`src/rtl/pcm_dma_feeder.sv`:
```
// pcm_dma_feeder: Avalon-MM DMA streaming stereo PCM words from memory into the playback FIFOWR register.
// Optional ring playback (CONTROL.LOOP) is built only when PCMDMA_LOOP_EN is defined.
module pcm_dma_feeder #(
    parameter int          BURST_WORDS    = 256,
    parameter int          SETTLE_CYCLES  = 4,
    parameter logic [31:0] PCM_WR_ADDRESS = 32'h0000_0008
) (
    input  logic        csi_clk,
    input  logic        csi_reset,
    input  logic [1:0]  avs_address,
    input  logic        avs_read,
    output logic [31:0] avs_readdata,
    input  logic        avs_write,
    input  logic [31:0] avs_writedata,
    output logic        ins_irq,
    output logic [31:0] avm_rd_address,
    output logic        avm_rd_read,
    input  logic        avm_rd_waitrequest,
    input  logic [31:0] avm_rd_readdata,
    input  logic        avm_rd_readdatavalid,
    output logic [31:0] avm_wr_address,
    output logic        avm_wr_write,
    output logic [31:0] avm_wr_writedata,
    input  logic        avm_wr_waitrequest,
    input  logic        coe_pcm_req
);
    localparam int BW = $clog2(BURST_WORDS + 1);
    localparam int SW = $clog2(SETTLE_CYCLES + 1);

    typedef enum logic [2:0] {S_IDLE, S_WAITREQ, S_RDREQ, S_RDDATA, S_WRREQ, S_SETTLE} state_t;

    state_t        state, state_n;
    logic          irqena, done, busy, abort_pend, loop;
    logic [31:0]   addr, length, remain, waddr, wdata;
    logic [BW-1:0] bcnt;
    logic [SW-1:0] scnt;
    logic          ctrl_wr, start_ok, abort_wr, wr_ack, last, done_set;
    logic          unused_bits;

    assign ctrl_wr     = avs_write && avs_address == 2'd0;
    assign start_ok    = ctrl_wr && avs_writedata[0] && !busy;
    assign abort_wr    = ctrl_wr && !avs_writedata[0] && busy;
    assign wr_ack      = state == S_WRREQ && !avm_wr_waitrequest;
    assign last        = remain == 32'd1;
    // BUSY in IDLE only exists for the one cycle right after START
    assign done_set    = (state == S_IDLE && busy && remain == 32'd0) || (wr_ack && last);
    assign unused_bits = ^{avs_read, avs_writedata[30:2]};

`ifdef PCMDMA_LOOP_EN
    always_ff @(posedge csi_clk or posedge csi_reset) begin
        if (csi_reset) loop <= 1'b0;
        else if (ctrl_wr) loop <= avs_writedata[2];
    end
`else
    assign loop = 1'b0;
`endif

    always_ff @(posedge csi_clk or posedge csi_reset) begin
        if (csi_reset) state <= S_IDLE;
        else state <= state_n;
    end

    always_comb begin
        state_n = state;
        case (state)
            S_IDLE:    if (busy) state_n = (remain == 32'd0) ? S_IDLE : S_WAITREQ;
            S_WAITREQ: state_n = abort_pend ? S_IDLE : coe_pcm_req ? S_RDREQ : S_WAITREQ;
            S_RDREQ:   if (!avm_rd_waitrequest) state_n = S_RDDATA;
            S_RDDATA:  if (avm_rd_readdatavalid) state_n = abort_pend ? S_IDLE : S_WRREQ;
            S_WRREQ:   if (!avm_wr_waitrequest)
                           state_n = (abort_pend || (last && !loop)) ? S_IDLE :
                                     (last || bcnt == BW'(1)) ? S_SETTLE : S_RDREQ;
            S_SETTLE:  state_n = abort_pend ? S_IDLE : (scnt == SW'(SETTLE_CYCLES - 1)) ? S_WAITREQ : S_SETTLE;
            default:   state_n = S_IDLE;
        endcase
    end

    always_comb begin
        avm_rd_read      = state == S_RDREQ;
        avm_wr_write     = state == S_WRREQ;
        avm_rd_address   = waddr;
        avm_wr_address   = PCM_WR_ADDRESS;
        avm_wr_writedata = wdata;
        ins_irq          = irqena && done;
        avs_readdata     = avs_address == 2'd0 ? {irqena, 28'd0, loop, done, busy} :
                           avs_address == 2'd1 ? addr :
                           avs_address == 2'd2 ? length : remain;
    end

    always_ff @(posedge csi_clk or posedge csi_reset) begin
        if (csi_reset) begin
            irqena     <= 1'b0;
            done       <= 1'b0;
            busy       <= 1'b0;
            abort_pend <= 1'b0;
            addr       <= '0;
            length     <= '0;
            remain     <= '0;
            waddr      <= '0;
            wdata      <= '0;
            bcnt       <= '0;
            scnt       <= '0;
        end else begin
            if (ctrl_wr) irqena <= avs_writedata[31];
            if (avs_write && avs_address == 2'd1 && !busy) addr <= {avs_writedata[31:2], 2'b00};
            if (avs_write && avs_address == 2'd2 && !busy) length <= avs_writedata;
            done       <= done_set || (done && !(ctrl_wr && avs_writedata[1]));
            busy       <= start_ok || state_n != S_IDLE;
            abort_pend <= state_n != S_IDLE && (abort_pend || abort_wr);
            if (start_ok) begin
                waddr  <= addr;
                remain <= length;
            end else if (wr_ack) begin
                waddr  <= (last && loop) ? addr : waddr + 32'd4;
                remain <= (last && loop) ? length : remain - 32'd1;
            end
            bcnt <= (state == S_WAITREQ) ? ((remain < 32'(BURST_WORDS)) ? remain[BW-1:0] : BW'(BURST_WORDS)) :
                    wr_ack ? bcnt - 1'b1 : bcnt;
            scnt <= (state == S_SETTLE) ? scnt + 1'b1 : '0;
            // a read completing after an abort is drained but its data dropped
            if (state == S_RDDATA && avm_rd_readdatavalid && !abort_pend) wdata <= avm_rd_readdata;
        end
    end
endmodule
```
`config.mk`:
```
export PLATFORM = sky130hd
export DESIGN_NAME = pcm_dma_feeder
export DESIGN_NICKNAME = d
export VERILOG_FILES = /design/src/rtl/pcm_dma_feeder.sv
export SDC_FILE = /design/constraint.sdc
export NUM_CORES = 1
export LEC_CHECK = 0
export CAP_MARGIN = 20
export CELL_PAD_IN_SITES_DETAIL_PLACEMENT = 0
export CELL_PAD_IN_SITES_GLOBAL_PLACEMENT = 1
export CORE_ASPECT_RATIO = 0.5
export CORE_MARGIN = 2
export CORE_UTILIZATION = 43
export DETAILED_ROUTE_END_ITERATION = 8
export HOLD_SLACK_MARGIN = 0.02
export PLACE_DENSITY = 0.88
export SLEW_MARGIN = 20
export SYNTH_ARGS = -nofsm -noshare
export SYNTH_HDL_FRONTEND = slang
export SYNTH_SLANG_ARGS = --single-unit
```
`constraint.sdc`:
```
create_clock -name csi_clk -period 19.97 [get_ports csi_clk]
set_input_delay 5.991 -clock csi_clk [delete_from_list [all_inputs] [get_ports csi_clk]]
set_output_delay 5.991 -clock csi_clk [all_outputs]
set_load 0.02 [all_outputs]
```
After elaboration in Yosys (flattened, before gate mapping)
Index checks and enable logic that the tools add are counted.

word-level totals
  bits of input ports = 74
  memories kept = 0
  memory bits (read-only) = 0
  register bits = 177
  bits in latches = 0
  bits in writable memories = 0

cells by class
  reduce and logical (&&, ||, !) cells = 36
  muxes and demuxes = 24
  $lt $le $gt $ge = 1
  eq/ne operators = 10
  $mul = 0
  bitwise operators = 0
  shift-type cells = 0
  divide/modulo/power cells = 0
  $add $sub $neg = 4

operator list
  operator                 count
  $mux W32                 7
  $add A32 B3 Y32 const B  1
  $eq A32 B1 Y1 const B    1
  $logic_not A32 Y1        1
  $lt A32 B9 Y1 const B    1
  $sub A32 B1 Y32 const B  1
  $mux W3                  10
  $mux W9                  3
  $logic_and A1 B1 Y1      19
  $pmux W3 S6              1
  $eq A3 B2 Y1 const B     3
  $eq A9 B1 Y1 const B     1
  $sub A9 B1 Y9 const B    1
  $eq A3 B3 Y1 const B     2
  $logic_or A1 B1 Y1       6
  $logic_not A1 Y1         5
  $mux W2                  2
  $reduce_bool A2 Y1       2
  $add A3 B1 Y3 const B    1
  $eq A3 B1 Y1 const B     1
  $logic_not A3 Y1         1
  $reduce_bool A3 Y1       1
  $eq A2 B1 Y1 const B     1
  $eq A2 B2 Y1 const B     1
  other kinds (2)          2

Depth between registers and ports, before layout
  depth in word-level cells = 8
  mapped depth = 8
  gate-level depth less buffers = 7

Least setup slack after synthesis
OpenSTA, ideal clock, no wires.

  kind = input to output
  from = in avs_address[0]
  to = out avs_readdata[21]
  data required time = 13.979 ns
  path buffers = 3
  data arrival time = 7.288 ns
  cell stages on the path = 5
  setup slack = 6.691 ns
  path through = clkbuf_1 nor2b_1 clkbuf_1 buf_1 a22o_1

between the ends
  cells in the longest elaborated chain, start to end = 4
  elaborated cells on any way between the ends = 6
  classes of those cells = eq/ne (2); mux (3); reduce/logical (1)

ends and longest elaborated chain
  item          line  text
  from (decl)   10    input logic [1:0] avs_address,
  $eq A2 B2 Y1  87    avs_address == 2'd2 ? length : remain;
  $mux W32      87
  $mux W32      86    avs_address == 2'd1 ? addr :
  $mux W32 *    85    avs_readdata = avs_address == 2'd0 ? {irqena, 28'd0, loop, done, busy} :
  to (decl)     12    output logic [31:0] avs_readdata,

Mark *: on every way between the ends. The rest lies on a longest branch, timed or not.

Worst setup path after layout
  from = in avs_address[0]
  to = out avs_readdata[18]

The elaborated chain is that of the path after synthesis.

==> run_results.csv <==
group,metric,value,unit
critical_path,setup.worst_path.end_class,"output port",
critical_path,timing.reg2reg.setup_slack,17.12,ns
placed_design,port-buffer-count,169,
worst_hold_path,timing.hold.worst.start,"scnt[0]",
critical_path,crit_path_start_kind,"primary input",
global_routing,groute.layer.met3.usage,6.06,%
placed_design,gp_routability_congestion,0.799,
die,die_area,0.0225,mm^2
route,ant_nets,0,
die,std_cell_rows,37,
worst_hold_path,worst_hold_check_path_type,"reg -> reg",
route,first_iter_violations,349,
route,detailedRoute.firstPassIterationCount,4,
die,vertical_die_dimension,107,um
pwr,power_per_cell_area,156,mW/mm^2
die,die-width,210,um
critical_path,slowest_delay,0.84,ns
timing,setup_total_negative_slack,0,ns
final_layout,share_of_post_route_cells_with_drive_strength_above_1,17.8,%
final_layout,synth_to_final_area_change,26.9,%
status,outcome,"completed",
worst_hold_path,whs_path_depth,1,
logic_synthesis,postSynth.asyncResetShare,100,%
global_routing,grt_most_used_layer,"met2",
critical_path,critical_path_required,13.98,ns
logic_synthesis,netlist-cell-type-count,54,
clock_tree,cts.path.max_buffers,2,
clock_tree,numCtsBuffers,17,
logic_synthesis,synth-edff-count,0,
global_routing,grt_pass1_wl,37.8,mm
final_layout,antenna_cells_inserted,0,
timing,final_max_slew_viol_count,0,
global_routing,globalRouteOverflowTotal,0,
clock_tree,worstSkewPairLatency,0.44,ns
die,design.portCount,205,
logic_synthesis,most_used_standard_cells_in_the_synthesized_netlist,"sky130_fd_sc_hd__dfrtp_1 (175), sky130_fd_sc_hd__mux2_2 (127), sky130_fd_sc_hd__nor2_1 (86), sky130_fd_sc_hd__a21oi_1 (76), sky130_fd_sc_hd__xnor2_1 (52)",
pwr,peakVddDrop,0.0808,mV
logic_synthesis,synth_xor_area_share,6.24,%
critical_path,cpMostUsedCell,"sky130_fd_sc_hd__clkdlybuf4s50_1",
critical_path,crit_type,"in -> out",
route,drc,0,
critical_path,cp_num_buf_inv,3,
clock_tree,post_cts_resize_count,0,
timing,final_min_period_over_clock_period,73.8,%
critical_path,crit_path_cell_trace,"clkdlybuf4s50_1, buf_4, nor2b_4, a22o_1, clkdlybuf4s50_1",
clock_tree,cts-htree-levels,4,
clock_tree,clkSinkCount,175,
timing,worst-slew-pin-transition,0.907,ns
timing,timing.clock.skew,0.0129,ns
critical_path,crit_slowest_cell,"sky130_fd_sc_hd__nor2b_4",
logic_synthesis,synth_fa_ha_area_share,1.10,%
timing,max_freq,67.9,MHz
logic_synthesis,yosys-mux-area-fraction,15.9,%
die,coreArea,0.0207,mm^2
critical_path,reg2reg_to,"remain[14]",
logic_synthesis,compound_gate_portion_of_the_synthesized_area,9.05,%
global_routing,grt_max_degree,117,
worst_hold_path,min_delay_worst_endpoint,"scnt[0]",
die,start_util,44.1,%
logic_synthesis,synth.ff_latch_count,175,
logic_synthesis,synthesis.area,0.00912,mm^2
logic_synthesis,most_frequent_cell_after_synthesis,"sky130_fd_sc_hd__dfrtp_1",
logic_synthesis,yosys_most_used_dff,"sky130_fd_sc_hd__dfrtp_1",
timing,grt_setup_unrepaired,"false",
logic_synthesis,synth_top_cells_by_area,"sky130_fd_sc_hd__dfrtp_1 (48%), sky130_fd_sc_hd__mux2_2 (16%), sky130_fd_sc_hd__xnor2_1 (5.0%), sky130_fd_sc_hd__a21oi_1 (4.2%), sky130_fd_sc_hd__nor2_1 (3.5%)",
clock_tree,cts_root_buffer,"sky130_fd_sc_hd__clkbuf_16",
logic_synthesis,synthesis.instances,850,
route,detailroute.via_count,6957,
route,route.final.wire_length,23.4,mm
pwr,cellLeakagePower,4.64,nW
clock_tree,post-cts-setup-buffer-count,0,
critical_path,r2r_cells,5,
logic_synthesis,yosysTopAreaCell,"sky130_fd_sc_hd__dfrtp_1",
job,max-cap-violations,0,
critical_path,critical_path.top_delay_family,"buffers and inverters",
logic_synthesis,synth.avg_cell_area,10.7,um^2
timing,timing_hold_violations_final,0,
clock_tree,clkSlewWorstSetupHoldPaths,0.06,ns
logic_synthesis,main_combinational_cell_family_by_area_after_synthesis,"multiplexers",
logic_synthesis,yosysWarnings,0,
route,detail_route.vias_per_cell,5.44,
global_routing,met2_usage,36.2,%
pwr,power,1.80,mW
clock_tree,ctsHoldBuffers,0,
timing,max-slew-margin-rel,39.5,%
global_routing,grt_pass1_vias,7054,
route,route.detailed.wl_per_inst,18.3,um
logic_synthesis,post-synth-top-area-fraction,48.0,%
logic_synthesis,ys_seq_area_share,48.0,%
global_routing,gr-usage-met1,27.7,%
global_routing,grt_usage,21.7,%
timing,timing.final.crit_period,14.73,ns
critical_path,crit-reg2reg-launch,"remain[2]",
clock_tree,cts_tree,"built",
logic_synthesis,post_synth_and_or_nand_nor_area_fraction,14.2,%
global_routing,grt_antenna_before_repair,1,
critical_path,worst_ep_arrival_time,8.74,ns
critical_path,worst-path-max-fanout,35,
final_layout,finalNetCount,1078,
placed_design,detailedPlacementHpwl,15.7,mm
timing,final_count_of_negative_setup_slack_endpoints,0,
## layer usage
metal | up-vias | wire [um]
li1 | 3255 | -
met1 | 3505 | 10300
met2 | 168 | 11300
met3 | 27 | 1380
met4 | 2 | 376
met5 | - | 13
## flip-flops by register name, indices dropped and copies added (netlist names)
signal,cells
abort_pend,1
addr,30
avm_rd_address,30
avm_wr_writedata,32
bcnt,9
busy,1
done,1
irqena,1
length,32
remain,32
scnt,3
state,3
## report_power, final
part           switching [mW]  internal [mW]  total, mW
sequential              0.182          0.528      0.711
clock                   0.141          0.208      0.349
combinational           0.344          0.402      0.745
total                   0.666           1.14       1.80
## final cells by class
| type | instances | area [um^2] |
|---|---|---|
| flip-flops and latches | 175 | 4380 |
| multi-input cells | 611 | 4410 |
| clock buffers | 20 | 437 |
| well taps | 273 | 342 |
| clock inverters | 10 | 165 |
| inverters | 12 | 50.0 |
| repair buffers | 179 | 1790 |
| fillers | 1833 | 9120 |
## cells in the final DEF, fill, tap and decap left out, drive strengths merged, types with 27 or more instances in the layout
cell           netlist  final
dfrtp              175    175
a22o                32     32
xnor2               52     52
nand2               27     27
nor4                27     27
clkdlybuf4s50        0    169
mux2               127    127
nor2                86     86
a21oi               76     76
conb                 2     34
## logic make-up after synthesis
group                    Yosys count
AO/OA/AOI/OAI                    131
XOR/XNOR                          65
flip-flops                       175
other                              2
buffers and inverters             96
adder cells (fa/ha/maj)            8
AND/OR/NAND/NOR                  245
multiplexers                     128
## per-stage QoR
stage	worst slack, ns	utilization [%]	std cells	area, um^2	hold slack (ns)
after floorplan	6.69	-	882	9240	0.408
after global placement	5.23	52.9	1249	10900	0.421
after detailed placement	5.24	52.9	1249	10900	0.425
after CTS	5.24	55.8	1279	11500	0.433
after global routing	5.14	55.9	1280	11600	0.450
final	5.24	55.9	1280	11600	0.428
## worst register-to-register path, cell delays in order (launching register included)
cell                      delay [ns]
sky130_fd_sc_hd__dfrtp_1        0.46
sky130_fd_sc_hd__nor4_2         0.62
sky130_fd_sc_hd__nand3_1        0.75
sky130_fd_sc_hd__nor4_1         0.63
sky130_fd_sc_hd__xnor2_1        0.17
sky130_fd_sc_hd__a21oi_1        0.08
## how the worst max path moves through the flow
| stage | slack (ns) | from | cells after the start | to |
|---|---|---|---|---|
| after floorplan | 6.69 | avs_address[0] | 5 | avs_readdata[21] |
| after global placement | 5.23 | avs_address[0] | 5 | avs_readdata[18] |
| after detailed placement | 5.24 | avs_address[0] | 5 | avs_readdata[18] |
| after CTS | 5.24 | avs_address[0] | 5 | avs_readdata[18] |
| after global routing | 5.14 | avs_address[0] | 5 | avs_readdata[18] |
| final | 5.24 | avs_address[0] | 5 | avs_readdata[18] |
Note: power is estimated with default switching activity, not from simulation.
